==> config.mk <==
export PLATFORM = sky130hd
export DESIGN_NAME = csa_resolve_pipe
export DESIGN_NICKNAME = d
export VERILOG_FILES = /design/src/rtl/csa_resolve_pipe_pkg.sv /design/src/rtl/csa_resolve_pipe_cpa_segment.sv /design/src/rtl/csa_resolve_pipe.sv
export SDC_FILE = /design/constraint.sdc
export NUM_CORES = 1
export LEC_CHECK = 0
export CORE_ASPECT_RATIO = 1.2
export CORE_MARGIN = 2
export CORE_UTILIZATION = 40
export DETAILED_ROUTE_END_ITERATION = 10
export HOLD_SLACK_MARGIN = 0.08
export PLACE_DENSITY = 0.78
export SLEW_MARGIN = 10
export SYNTH_ARGS = -nofsm -noshare
export SYNTH_HDL_FRONTEND = slang
export SYNTH_SLANG_ARGS = --single-unit
==> constraint.sdc <==
create_clock -name clk -period 8.5 [get_ports clk]
set_clock_uncertainty 0.05 [all_clocks]
set_input_delay 0.85 -clock clk [delete_from_list [all_inputs] [get_ports clk]]
set_output_delay 0.85 -clock clk [all_outputs]
set_load 0.005 [all_outputs]
==> src/rtl/csa_resolve_pipe_pkg.sv <==
// -----------------------------------------------------------------------------
// csa_resolve_pipe_pkg
//
// Shared constants for the Booth-Wallace multiplier datapath.
//   CSA_WIDTH_DEF      : default width of the carry-save (S, C) vectors
//   CSA_TAG_W_DEF      : default width of the per-operation sideband tag
//   csa_resolved_width : width of the binary sum once (S, C) is resolved.
//                        The Wallace top and the product consumer both size
//                        their product buses with this function.
// -----------------------------------------------------------------------------
package csa_resolve_pipe_pkg;

    localparam int CSA_WIDTH_DEF = 32;
    localparam int CSA_TAG_W_DEF = 4;

    // S + 2*C peaks at 3*2^W - 3, which needs exactly two bits more than S.
    function automatic int csa_resolved_width(input int width);
        return width + 2;
    endfunction

endpackage : csa_resolve_pipe_pkg

==> src/rtl/csa_resolve_pipe_cpa_segment.sv <==
// -----------------------------------------------------------------------------
// csa_resolve_pipe_cpa_segment
//
// N-bit carry-propagate adder segment: {cout_o, sum_o} = a_i + b_i + cin_i.
// Built as a plain ripple chain. The pipeline control in csa_resolve_pipe
// only depends on this port list, so a carry-lookahead or prefix segment can
// be dropped in here later without touching the stage logic.
//
// Ports:
//   a_i    [N-1:0]  first operand
//   b_i    [N-1:0]  second operand
//   cin_i           carry into bit 0
//   sum_o  [N-1:0]  sum bits
//   cout_o          carry out of bit N-1
// -----------------------------------------------------------------------------
module csa_resolve_pipe_cpa_segment #(
    parameter int N = 16
) (
    input  logic [N-1:0] a_i,
    input  logic [N-1:0] b_i,
    input  logic         cin_i,
    output logic [N-1:0] sum_o,
    output logic         cout_o
);

    logic [N:0] carry;

    assign carry[0] = cin_i;

    for (genvar i = 0; i < N; i++) begin : g_fa
        logic p;
        assign p            = a_i[i] ^ b_i[i];
        assign sum_o[i]     = p ^ carry[i];
        assign carry[i + 1] = (a_i[i] & b_i[i]) | (p & carry[i]);
    end

    assign cout_o = carry[N];

endmodule : csa_resolve_pipe_cpa_segment

==> src/rtl/csa_resolve_pipe.sv <==
// -----------------------------------------------------------------------------
// csa_resolve_pipe
//
// Resolves the redundant (S, C) pair from the final Wallace tree row into a
// binary sum, sum_out = s_in + 2*c_in, exact and never truncated. The
// carry-propagate add is split across two pipeline stages: stage 1 adds the
// low LO_W bits and registers the segment carry, stage 2 adds the high bits
// with that carry. Latency is 2 cycles, throughput 1 per cycle.
//
// Handshake (both sides): a transfer happens on a rising edge where
// valid && ready are both high. The producer holds its data while valid is
// high and ready is low; out_valid never drops without a transfer and
// sum_out/tag_out are stable while out_valid && !out_ready. in_ready depends
// combinationally on out_ready only (never on the data inputs).
//
// Ports:
//   clk        clock, rising edge
//   rst_n      asynchronous active-low reset, flushes both stages
//   in_valid   s_in/c_in/tag_in carry an operation
//   in_ready   the operation is accepted this cycle
//   s_in       [WIDTH-1:0]  sum vector, bit i weight 2^i
//   c_in       [WIDTH-1:0]  carry vector, bit i weight 2^(i+1)
//   tag_in     [TAG_W-1:0]  sideband, passed through unchanged
//   out_valid  sum_out/tag_out carry a result
//   out_ready  consumer takes the result this cycle
//   sum_out    [WIDTH+1:0]  s_in + 2*c_in
//   tag_out    [TAG_W-1:0]  tag belonging to sum_out
// -----------------------------------------------------------------------------
module csa_resolve_pipe
    import csa_resolve_pipe_pkg::*;
#(
    parameter int WIDTH = CSA_WIDTH_DEF,  // even, >= 4
    parameter int TAG_W = CSA_TAG_W_DEF   // >= 1
) (
    input  logic               clk,
    input  logic               rst_n,
    input  logic               in_valid,
    output logic               in_ready,
    input  logic [WIDTH-1:0]   s_in,
    input  logic [WIDTH-1:0]   c_in,
    input  logic [TAG_W-1:0]   tag_in,
    output logic               out_valid,
    input  logic               out_ready,
    output logic [WIDTH+1:0]   sum_out,
    output logic [TAG_W-1:0]   tag_out
);

    localparam int LO_W  = WIDTH / 2;
    localparam int HI_W  = WIDTH - LO_W;
    localparam int OUT_W = csa_resolved_width(WIDTH);

    // ------------------------------------------------------------------
    // Handshake
    // ------------------------------------------------------------------
    logic ready1;
    logic ready2;
    logic accept;
    logic advance;

    // Stage 1 register state
    logic [LO_W-1:0]  lo_q,     lo_d;
    logic             k_q,      k_d;
    logic [HI_W-1:0]  s_hi_q,   s_hi_d;
    logic [HI_W:0]    c_hi_q,   c_hi_d;
    logic [TAG_W-1:0] tag1_q,   tag1_d;
    logic             v1_q,     v1_d;

    // Stage 2 register state
    logic [OUT_W-1:0] sum_q,    sum_d;
    logic [TAG_W-1:0] tag2_q,   tag2_d;
    logic             v2_q,     v2_d;

    assign ready2   = !v2_q || out_ready;
    assign ready1   = !v1_q || ready2;
    assign in_ready = ready1;
    assign accept   = in_valid && ready1;
    assign advance  = v1_q && ready2;

    // ------------------------------------------------------------------
    // Stage 1 arithmetic: low segment of S + 2C
    // ------------------------------------------------------------------
    // C is a raw carry-out vector, so its bit i lands at sum bit i+1. The
    // low segment therefore takes c_in[LO_W-2:0] shifted up by one, and
    // c_in[LO_W-1] belongs to the high segment.
    logic [LO_W-1:0] lo_c_shift;
    logic [LO_W-1:0] lo_sum;
    logic            lo_cout;

    assign lo_c_shift = {c_in[LO_W-2:0], 1'b0};

    csa_resolve_pipe_cpa_segment #(
        .N (LO_W)
    ) u_cpa_lo (
        .a_i    (s_in[LO_W-1:0]),
        .b_i    (lo_c_shift),
        .cin_i  (1'b0),
        .sum_o  (lo_sum),
        .cout_o (lo_cout)
    );

    // ------------------------------------------------------------------
    // Stage 2 arithmetic: high segment plus the registered segment carry
    // ------------------------------------------------------------------
    // s_hi has HI_W bits, c_hi has HI_W+1 bits (it starts one position
    // lower in C), so the segment runs at HI_W+1 bits and its carry-out
    // becomes the top result bit: HI_W+2 bits in total.
    logic [HI_W:0]   hi_a;
    logic [HI_W:0]   hi_sum;
    logic            hi_cout;
    logic [HI_W+1:0] hi;

    assign hi_a = {1'b0, s_hi_q};

    csa_resolve_pipe_cpa_segment #(
        .N (HI_W + 1)
    ) u_cpa_hi (
        .a_i    (hi_a),
        .b_i    (c_hi_q),
        .cin_i  (k_q),
        .sum_o  (hi_sum),
        .cout_o (hi_cout)
    );

    assign hi = {hi_cout, hi_sum};

    // ------------------------------------------------------------------
    // Next-state logic
    // ------------------------------------------------------------------
    always_comb begin
        lo_d   = lo_q;
        k_d    = k_q;
        s_hi_d = s_hi_q;
        c_hi_d = c_hi_q;
        tag1_d = tag1_q;
        v1_d   = v1_q;

        // A new accept overwrites stage 1 in the same cycle it advances.
        if (accept) begin
            lo_d   = lo_sum;
            k_d    = lo_cout;
            s_hi_d = s_in[WIDTH-1:LO_W];
            c_hi_d = c_in[WIDTH-1:LO_W-1];
            tag1_d = tag_in;
            v1_d   = 1'b1;
        end else if (advance) begin
            v1_d   = 1'b0;
        end
    end

    always_comb begin
        sum_d  = sum_q;
        tag2_d = tag2_q;
        v2_d   = v2_q;

        if (advance) begin
            sum_d  = {hi, lo_q};
            tag2_d = tag1_q;
            v2_d   = 1'b1;
        end else if (out_ready) begin
            // Output taken (or already empty) with nothing to replace it.
            v2_d   = 1'b0;
        end
    end

    // ------------------------------------------------------------------
    // State registers
    // ------------------------------------------------------------------
    always_ff @(posedge clk or negedge rst_n) begin
        if (!rst_n) begin
            lo_q   <= '0;
            k_q    <= 1'b0;
            s_hi_q <= '0;
            c_hi_q <= '0;
            tag1_q <= '0;
            v1_q   <= 1'b0;
            sum_q  <= '0;
            tag2_q <= '0;
            v2_q   <= 1'b0;
        end else begin
            lo_q   <= lo_d;
            k_q    <= k_d;
            s_hi_q <= s_hi_d;
            c_hi_q <= c_hi_d;
            tag1_q <= tag1_d;
            v1_q   <= v1_d;
            sum_q  <= sum_d;
            tag2_q <= tag2_d;
            v2_q   <= v2_d;
        end
    end

    assign out_valid = v2_q;
    assign sum_out   = sum_q;
    assign tag_out   = tag2_q;

endmodule : csa_resolve_pipe

; Yosys cells after proc, flatten, opt, wreduce, memory -nomap -nowiden
; Index checks and enable logic that the tools add are counted.
[totals]
ff_bits = 94
input_bits = 72
[op_classes]
muxes = 4
bitwise_logic = 154
reduce_logical = 8
[ops]
columns = op, count
row1 = 1-bit AND, 62
row2 = 1-bit bitwise XOR, 62
row3 = 1-bit bitwise OR, 30
row4 = 1-bit 2-to-1 mux, 4
row5 = 2-bit nonzero test, 2
row6 = 1-bit logical AND, 2
row7 = 1-bit logical NOT, 2
row8 = 1-bit logical OR, 2

; Depth between registers and ports, before layout
; Gate-level depths: netlist of run 1.
[logic_depth]
depth_word = 34
mapped_depth = 20
depth_no_buf = 20

; By module
; From an unflattened synthesis of run 1, not the netlist that was laid out.
[hier_totals]
hier_cells = 255
area_unflattened_um2 = 4377.9
[by_module_without_submodules]
columns = module, n_inst, cells_per_inst, area_each_um2, seq_area_each_um2
row1 = csa_resolve_pipe, 1, 202, 3642.2, 2352.3
row2 = csa_resolve_pipe_cpa_segment at u_cpa_hi, 1, 27, 377.9, 0.0
row3 = csa_resolve_pipe_cpa_segment at u_cpa_lo, 1, 26, 357.8, 0.0

; Worst setup path before layout of run 1
; Ideal clock, no wire load.
[synth_path]
path_type = register -> register
startpoint = register k_q
endpoint = register sum_q[32] (netlist: sum_out[32])
setup_time_ps = 125
arrival_ps = 6823
required_time_ps = 8325
setup_slack_ps = 1503
path_stages_with_launch = 21
n_path_buf = 0
synth_period_minus_slack_ps = 6997
cell_sequence = dfrtp_1 inv_1 fa_1 inv_1 fa_1 fa_1 fa_1 fa_1 fa_1 fa_1 fa_1 fa_1 fa_1 fa_1 fa_1 fa_1 fa_1 fa_1 fa_1 ha_1 mux2_2
[synth_via]
elab_chain_cells = 33
[synth_rtl]
columns = item, line
row1 = start: declaration, csa_resolve_pipe.sv:62  ; logic k_q, k_d;
row2 = start signal: assignment, csa_resolve_pipe.sv:181  ; k_q <= k_d;
row3 = 1-bit AND, csa_resolve_pipe_cpa_segment.sv:34  ; assign carry[i + 1] = (a_i[i] & b_i[i]) | (p & carry[i]);
row4 = 1-bit bitwise OR, csa_resolve_pipe_cpa_segment.sv:34
row5 = 1-bit AND, csa_resolve_pipe_cpa_segment.sv:34
row6 = 1-bit bitwise OR, csa_resolve_pipe_cpa_segment.sv:34
row7 = 1-bit AND, csa_resolve_pipe_cpa_segment.sv:34
row8 = 1-bit bitwise OR, csa_resolve_pipe_cpa_segment.sv:34
row9 = 1-bit AND, csa_resolve_pipe_cpa_segment.sv:34
row10 = 1-bit bitwise OR, csa_resolve_pipe_cpa_segment.sv:34
row11 = [18 not listed], --
row12 = 1-bit AND, csa_resolve_pipe_cpa_segment.sv:34
row13 = 1-bit bitwise OR, csa_resolve_pipe_cpa_segment.sv:34
row14 = 1-bit AND, csa_resolve_pipe_cpa_segment.sv:34
row15 = 1-bit bitwise OR, csa_resolve_pipe_cpa_segment.sv:34
row16 = 1-bit AND, csa_resolve_pipe_cpa_segment.sv:34
row17 = 1-bit bitwise OR, csa_resolve_pipe_cpa_segment.sv:34
row18 = 1-bit bitwise XOR, csa_resolve_pipe_cpa_segment.sv:33  ; assign sum_o[i] = p ^ carry[i];
row19 = via hi_sum[16], csa_resolve_pipe.sv:108  ; logic [HI_W:0] hi_sum;
row20 = end signal: assignment, csa_resolve_pipe.sv:186  ; sum_q <= sum_d;
row21 = end: declaration, csa_resolve_pipe.sv:69  ; logic [OUT_W-1:0] sum_q, sum_d;
; The timed path passes the listed nets, and every way through them passes these cells.
; A chain may end at the register's enable or synchronous reset.

; Worst setup path after layout of run 1
; Same ends and word-level chain as after synthesis.

==> results by group, run 1 <==
Logic synthesis
  – Netlist Area Pre-Place: 0.00431 mm2
  – Post-Syn Nets: 351
  – Distinct cells, synth: 16
  – Asr flop ratio synth: 1.00
  – Post-Synthesis Cells: 247
  – Synth Flop Type: dfrtp_1
  – Yosys warning count: 0
  – Syn_area_per_cell: 17.4 um2
  – Post-synth EDFFs: 0
  – FF+latch count, synth: 94
  – Sequential share of the synthesized area: 0.546

Place
  – RePlAce Congestion: 0.693
  – Placed Cells: 479
  – Hpwl dp: 5630 um
  – Pre-CTS WS: 1160 ps
  – # port buffers: 111

Outcome
  – Status: completed

STA
  – Worst setup margin: 1160 ps
  – Slew at the pin closest to its max-slew limit: 1170 ps
  – Final period utilization: 0.863
  – Hold violation count in the final report: 0
  – Slew Viols, Final: 0
  – RSZ-0062 raised after global routing: false
  – Final setup TNS: 0 ps
  – Fmax: 136 MHz
  – Slew Limit Headroom: 0.214
  – Minimum clock period: 7340 ps
  – Setup violations, final: 0

Global route
  – Initial antenna violation count: 0
  – Number of global-route vias before repair: 2715
  – GRT Total Usage: 0.146
  – GR Layer Usage met3: 0.0356
  – Met2 GRT Util: 0.236
  – First-pass GRT wire length: 13300 um
  – Largest net degree at the start of global routing: 57
  – Total congestion overflow: 0
  – GRT met1 Usage: 0.183
  – Global route hottest layer: met2

Layout
  – Antenna cell count: 0
  – Flip-flop and latch area: 0.00235 mm2
  – Area occupied by multi-input gates: 0.00179 mm2
  – Layout cells sized above 1: 0.301
  – Layout area overhead: 34.4%
  – Fill count: 856
  – Finished Core Util: 0.551
  – Final Net Count: 465
  – Post-Layout Cell Count: 495

Critical path
  – Worst path bufs/invs: 2
  – CP Capture Type: register
  – Crit-path cells: inv_1, fa_1, inv_1, fa_1, fa_1, fa_1, fa_1, fa_1, fa_1, fa_1, fa_1, fa_1, fa_1, fa_1, fa_1, fa_1, fa_1, fa_1, ha_1, mux2_2
  – Worst Path Arrival: 7500 ps
  – CP startpoint kind: register
  – Slowest-stage cell, CP: fa_1
  – Top delay family on crit path: adder cells
  – Worst endpoint required time: 8660 ps
  – Crit path max fanout: 2
  – Crit path kind: reg -> reg
  – CP most frequent cell: fa_1
  – Crit-path max cell delay: 420 ps

Run
  – Max-cap violations: 0

Floorplan
  – Die area: 0.0116 mm2
  – Chip width: 98.7 um
  – Initial Utilization: 0.410
  – Die Y: 118 um
  – Row count: 41
  – Core Region: 0.0105 mm2
  – IO Count: 112

Drt
  – Residual DRC: 0
  – Pre-antenna DRT Iters: 4
  – Routed WL: 7600 um
  – Via count: 2350
  – Post-route ant nets: 0
  – Starting DRT DRC Count: 49
  – Wire length per cell: 15.4 um
  – Routed vias/inst: 4.75

Power and ir drop
  – Overall Power: 1.52 mW
  – Peak VDD IR: 0.111 mV
  – Lkg Pwr: 2.51 nW
  – PwrDens: 262 mW/mm2

CTS
  – Clock buffer count from CTS: 9
  – Clk Latency, worst-skew pair: 330 ps
  – Post-CTS Hold Buffers: 0
  – Clock-pin slew on the worst setup and hold paths: 60 ps
  – CTS Root Cell: clkbuf_16
  – Clk sinks: 94
  – CTS max path bufs: 2
  – CTS resizes: 0
  – # Post-CTS Setup Buffers: 0
  – H-tree levels: 3
  – TritonCTS clock tree: done

Min path
  – HP Class: in -> async
[flip-flops by register name (all words and copies together) (netlist names)]
signal / flops
tag_out: 4
lo_q: 16
c_hi_q: 17
tag1_q: 4
s_hi_q: 16
sum_out: 34
k_q: 1
out_valid: 1
v1_q: 1
[final timing paths]
path                                          start                       to  slack, ps  depth (start not counted)
worst max-delay path                k_q$_DFFE_PN0P_  sum_out[32]$_DFFE_PN0P_       1160                         20
worst min-delay path                          rst_n      lo_q[0]$_DFFE_PN0P_        430                          1
worst max register to register      k_q$_DFFE_PN0P_  sum_out[32]$_DFFE_PN0P_       1160                         20
worst min register to register  lo_q[6]$_DFFE_PN0P_   sum_out[6]$_DFFE_PN0P_        450                          1
max in group asynchronous                     rst_n  sum_out[16]$_DFFE_PN0P_       6890                          2
min in group clk                lo_q[6]$_DFFE_PN0P_   sum_out[6]$_DFFE_PN0P_        450                          1
[metal layers]
| layer | part of all wire | vias to the layer above | routed length [um] |
|---|---|---|---|
| li1 | - | 1055 | - |
| met2 | 0.50 | 74 | 3830 |
| met5 | 0 | - | 0 |
| met3 | 0.057 | 12 | 432 |
| met1 | 0.42 | 1209 | 3170 |
| met4 | 0.021 | 0 | 163 |
[synthesized netlist by cell type (2+ instances only)]
cell | instances | share of area
ha_1 | 2 | 0.0058
dfrtp_1 | 94 | 0.55
fa_1 | 30 | 0.14
buf_6 | 6 | 0.016
inv_1 | 14 | 0.012
buf_12 | 2 | 0.0093
mux2_2 | 69 | 0.18
mux2i_1 | 4 | 0.0093
mux2_4 | 19 | 0.066
[report_power, final]
part           switching [mW]  leakage, nW  internal [mW]
clock network           0.155        0.162          0.259
logic                   0.138         1.25          0.315
registers              0.0766         1.10          0.575
[worst reg2reg max path, stage by stage (launching register included)]
cell and delay, ps:
dfrtp_1 370, inv_1 90, fa_1 170, inv_1 50
fa_1 370, fa_1 400, fa_1 390, fa_1 390
fa_1 390, fa_1 400, fa_1 400, fa_1 410
fa_1 400, fa_1 390, fa_1 410, fa_1 420
fa_1 400, fa_1 400, fa_1 380, ha_1 300
mux2_2 260
[cell families (layout without fill, tap and decap cells)]
| kind of cell | Yosys count | in the layout | share of synthesized area |
|---|---|---|---|
| AND/OR/NAND/NOR | 6 | 6 | 0.0139 |
| multiplexers | 92 | 92 | 0.256 |
| buffers and inverters | 23 | 142 | 0.0389 |
| adder cells (fa/ha/maj) | 32 | 32 | 0.145 |
| flip-flops | 94 | 94 | 0.546 |
[area by class of cell]
| cell class | count | area share |
|---|---|---|
| clock buffers | 13 | 0.0484 |
| repair buffers | 112 | 0.193 |
| well taps | 129 | 0.0279 |
| clock inverters | 3 | 0.00691 |
| flip-flops and latches | 94 | 0.406 |
| multi-input cells | 130 | 0.309 |
| inverters | 14 | 0.00908 |
[cells in the final DEF (no fill, tap or decap), types with 2 or more instances in the layout]
| master | n |
|---|---|
| mux2_2 | 69 |
| fa_1 | 30 |
| buf_4 | 2 |
| clkdlybuf4s50_1 | 110 |
| ha_1 | 2 |
| inv_1 | 14 |
| clkbuf_16 | 9 |
| clkbuf_8 | 4 |
| mux2i_1 | 4 |
| mux2_4 | 19 |
| dfrtp_1 | 94 |
| clkinv_2 | 2 |
[metrics by stage]
| stage | hold WS [ps] | instance area (um2) |
|---|---|---|
| final | 425 | 5790 |
| after global routing | 455 | 5790 |
| after floorplan | 425 | 4310 |
| after CTS | 431 | 5790 |
| after global placement | 431 | 5470 |
| after detailed placement | 438 | 5470 |
Note: power is estimated with default switching activity, not from simulation.
==> run 2, diff against run 1 <==
--- a/config.mk
+++ b/config.mk
@@ -9,8 +9,10 @@
 export CORE_MARGIN = 2
 export CORE_UTILIZATION = 40
 export DETAILED_ROUTE_END_ITERATION = 10
+export GPL_TIMING_DRIVEN = 0
 export HOLD_SLACK_MARGIN = 0.08
 export PLACE_DENSITY = 0.78
+export SETUP_SLACK_MARGIN = 0.2
 export SLEW_MARGIN = 10
 export SYNTH_ARGS = -nofsm -noshare
 export SYNTH_HDL_FRONTEND = slang
==> constraint.sdc (replaced) <==
create_clock -name clk -period 8.5 [get_ports clk]
set_clock_uncertainty 0.05 [all_clocks]
set_input_delay 0.85 -clock clk [delete_from_list [all_inputs] [get_ports clk]]
set_output_delay 0.85 -clock clk [all_outputs]
set_load 0.1 [all_outputs]
==> run 2 against run 1 <==
  * Cell area increased by 2.3%
  * First-iteration DRC count is 33% lower
  * Global-route usage rose by 0.24 points
  * Core utilization up 1.2 points
  * Non-clock buffer count grew 9
  * Cell count up 1.8%
  * Clock-buffer cell count shrank 1
  * Largest power group is now combinational cells
==> results by group, run 2 (synthesis results as in run 1) <==
Outcome
  – Status: completed

Place
  – Pre-CTS WS: 1060 ps (-105 ps)
  – RePlAce Congestion: 0.724 (+4.5%)
  – Area after DPL: 0.00561 mm2 (+2.5%)
  – Hpwl dp: 6060 um (+7.6%)
  – # port buffers: 111 (unchanged)

Global route
  – Total congestion overflow: 0 (unchanged)
  – Largest net degree at the start of global routing: 53 (-7.0%)
  – Initial antenna violation count: 0 (unchanged)
  – GRT Total Usage: 0.148 (+0.00245)
  – First-pass GRT wire length: 13500 um (+2.0%)
  – Number of global-route vias before repair: 2792 (+2.8%)

CTS
  – CTS Root Cell: clkbuf_16
  – TritonCTS clock tree: done
  – CTS resizes: 0 (unchanged)
  – Post-CTS Hold Buffers: 0 (unchanged)
  – CTS max path bufs: 2 (unchanged)
  – H-tree levels: 3 (unchanged)
  – Clk sinks: 94 (unchanged)
  – Clock-pin slew on the worst setup and hold paths: 60 ps (about the same)
  – # Post-CTS Setup Buffers: 0 (unchanged)
  – Clk Latency, worst-skew pair: 330 ps (about the same)
  – Clock buffer count from CTS: 9 (unchanged)

Critical path
  – Crit-path cells: inv_1, fa_1, inv_1, fa_1, fa_1, fa_1, fa_1, fa_1, fa_1, fa_1, fa_1, fa_1, fa_1, fa_1, fa_1, fa_1, fa_1, fa_1, ha_1, mux2_2
  – Worst endpoint required time: 8660 ps (about the same)
  – Worst Path Arrival: 7580 ps (+80 ps)
  – Top delay family on crit path: adder cells
  – CP most frequent cell: fa_1
  – CP Capture Type: register
  – R2r setup slk: 1080 ps (-80 ps)
  – Worst path bufs/invs: 2 (unchanged)
  – Crit path max fanout: 2 (unchanged)
  – Crit path kind: reg -> reg
  – CP startpoint kind: register
  – Slowest-stage cell, CP: fa_1
  – Crit-path max cell delay: 420 ps (about the same)

Drt
  – Met2 wire length: 4100 um (+6.9%)
  – Pre-antenna DRT Iters: 4 (unchanged)
  – Starting DRT DRC Count: 33 (-33%)
  – Routed WL: 7860 um (+3.3%)
  – Routed vias/inst: 4.69 (-1.2%)
  – Post-route ant nets: 0 (unchanged)
  – Max Used Layer: met4
  – Via count: 2363 (+0.55%)
  – Residual DRC: 0 (unchanged)
  – Met1 wire length: 3220 um (+1.5%)
  – Routed wl met3: 457 um (+5.8%)
  – Wire length per cell: 15.6 um (+1.5%)

Floorplan
  – Initial Utilization: 0.410 (unchanged)
  – Die Y: 118 um (unchanged)
  – Die area: 0.0116 mm2 (unchanged)
  – IO Count: 112 (unchanged)
  – Core Region: 0.0105 mm2 (unchanged)
  – Chip width: 98.7 um (unchanged)
  – Row count: 41 (unchanged)

Power and ir drop
  – Switch share: 0.451 (+0.208)
  – Peak VDD IR: 0.188 mV (+69%)
  – Register share of total power: 0.308 (-0.121)
  – Combinational power share: 0.494 (+0.196)
  – PwrDens: 358 mW/mm2 (+36%)
  – Sw Pwr: 956 uW (+160%)
  – Internal cell power: 1.16 mW (+1.1%)
  – Lkg Pwr: 2.57 nW (+2.5%)
  – Share of total power in the clock network: 0.198 (-0.074)

STA
  – Final setup TNS: 0 ps (unchanged)
  – Slew at the pin closest to its max-slew limit: 989 ps (-186 ps)
  – Fmax: 135 MHz (-1.1%)
  – Setup violations, final: 0 (unchanged)
  – WHS: 449 ps (+23.5 ps)
  – RSZ-0062 raised after global routing: false
  – Slew Viols, Final: 0 (unchanged)
  – Hold violation count in the final report: 0 (unchanged)
  – Worst setup margin: 1080 ps (-82.8 ps)
  – Minimum clock period: 7420 ps (+82.8 ps)
  – Slew Limit Headroom: 0.339 (+0.124)
  – Final period utilization: 0.873 (+0.00974)

Layout
  – Commonest non-fill, non-tap cell in the layout: clkdlybuf4s50_1
  – Fill count: 859 (+0.35%)
  – Final Instance Area: 0.00592 mm2 (+2.3%)
  – Layout area overhead: 37.5%
  – Final Net Count: 474 (+1.9%)
  – Largest register FFs: 34 (unchanged)
  – Layout cells sized above 1: 0.312 (+0.0115)
  – Commonest non-fill, non-tap cells in the layout: clkdlybuf4s50_1, dfrtp_1, mux2_2, fa_1, mux2_4
  – Antenna cell count: 0 (unchanged)

Run
  – Max-cap violations: 0 (unchanged)

Min path
  – HP Class: reg -> reg
==> run 2: cell count changes in the layout (fill, tap and decap cells not counted) <==
cell and delta:
clkbuf_8 -3, buf_6 +6, buf_12 +2, clkbuf_1 +2, bufinv_16 +1, buf_16 +1
==> run 2: layer usage <==
metal,up-vias,track usage
met5,-,0
met4,0,0.0437
met3,7,0.0416
met2,70,0.253
met1,1211,0.182
li1,1075,-
==> run 2: cell type report <==
| type | instances | area (um2) | share of cell area |
|---|---|---|---|
| Sequential cell | 94 | 2350 | 0.397 |
| Multi-Input combinational cell | 130 | 1790 | 0.302 |
| Timing Repair Buffer | 112 | 1140 | 0.192 |
| Clock buffer | 12 | 246 | 0.0416 |
| Tap cell | 129 | 161 | 0.0273 |
| Buffer | 9 | 115 | 0.0194 |
| Clock inverter | 4 | 70.1 | 0.0118 |
| Inverter | 14 | 52.6 | 0.00887 |
==> run 2: metrics by stage <==
| stage | instances | util | total power [mW] |
|---|---|---|---|
| finish | 504 | 0.563 | 2.12 |
| global route | 504 | 0.563 | 2.21 |
| CTS | 504 | 0.563 | 2.14 |
| global placement | 487 | 0.531 | 1.69 |
| detailed placement | 488 | 0.533 | 1.72 |
| floorplan | 247 | - | 1.44 |
==> run 2: final timing paths <==
path | depth (start not counted) | to | start
max reg2reg | 20 | sum_out[32]$_DFFE_PN0P_ | k_q$_DFFE_PN0P_
min in group asynchronous | 1 | lo_q[0]$_DFFE_PN0P_ | rst_n
min reg2reg | 1 | sum_out[5]$_DFFE_PN0P_ | lo_q[5]$_DFFE_PN0P_
max in group asynchronous | 2 | c_hi_q[0]$_DFFE_PN0P_ | rst_n
min | 1 | sum_out[5]$_DFFE_PN0P_ | lo_q[5]$_DFFE_PN0P_
max | 20 | sum_out[32]$_DFFE_PN0P_ | k_q$_DFFE_PN0P_
==> run 2: power groups by stage <==
stage                     logic, mW  registers (mW)  clock network [mW]
final                          1.05           0.651               0.420
after global routing           1.09           0.669               0.452
after CTS                      1.06           0.654               0.431
after detailed placement       1.06           0.660                   0
after global placement         1.04           0.653                   0
after floorplan               0.217            1.22                   0
==> run 3, diff against run 2 <==
--- a/config.mk
+++ b/config.mk
@@ -12,7 +12,7 @@
 export GPL_TIMING_DRIVEN = 0
 export HOLD_SLACK_MARGIN = 0.08
 export PLACE_DENSITY = 0.78
-export SETUP_SLACK_MARGIN = 0.2
+export SETUP_SLACK_MARGIN = 0.05
 export SLEW_MARGIN = 10
 export SYNTH_ARGS = -nofsm -noshare
 export SYNTH_HDL_FRONTEND = slang
==> results of run 3 <==
No change in the layout: final DEF, timing and power equal those of run 2.
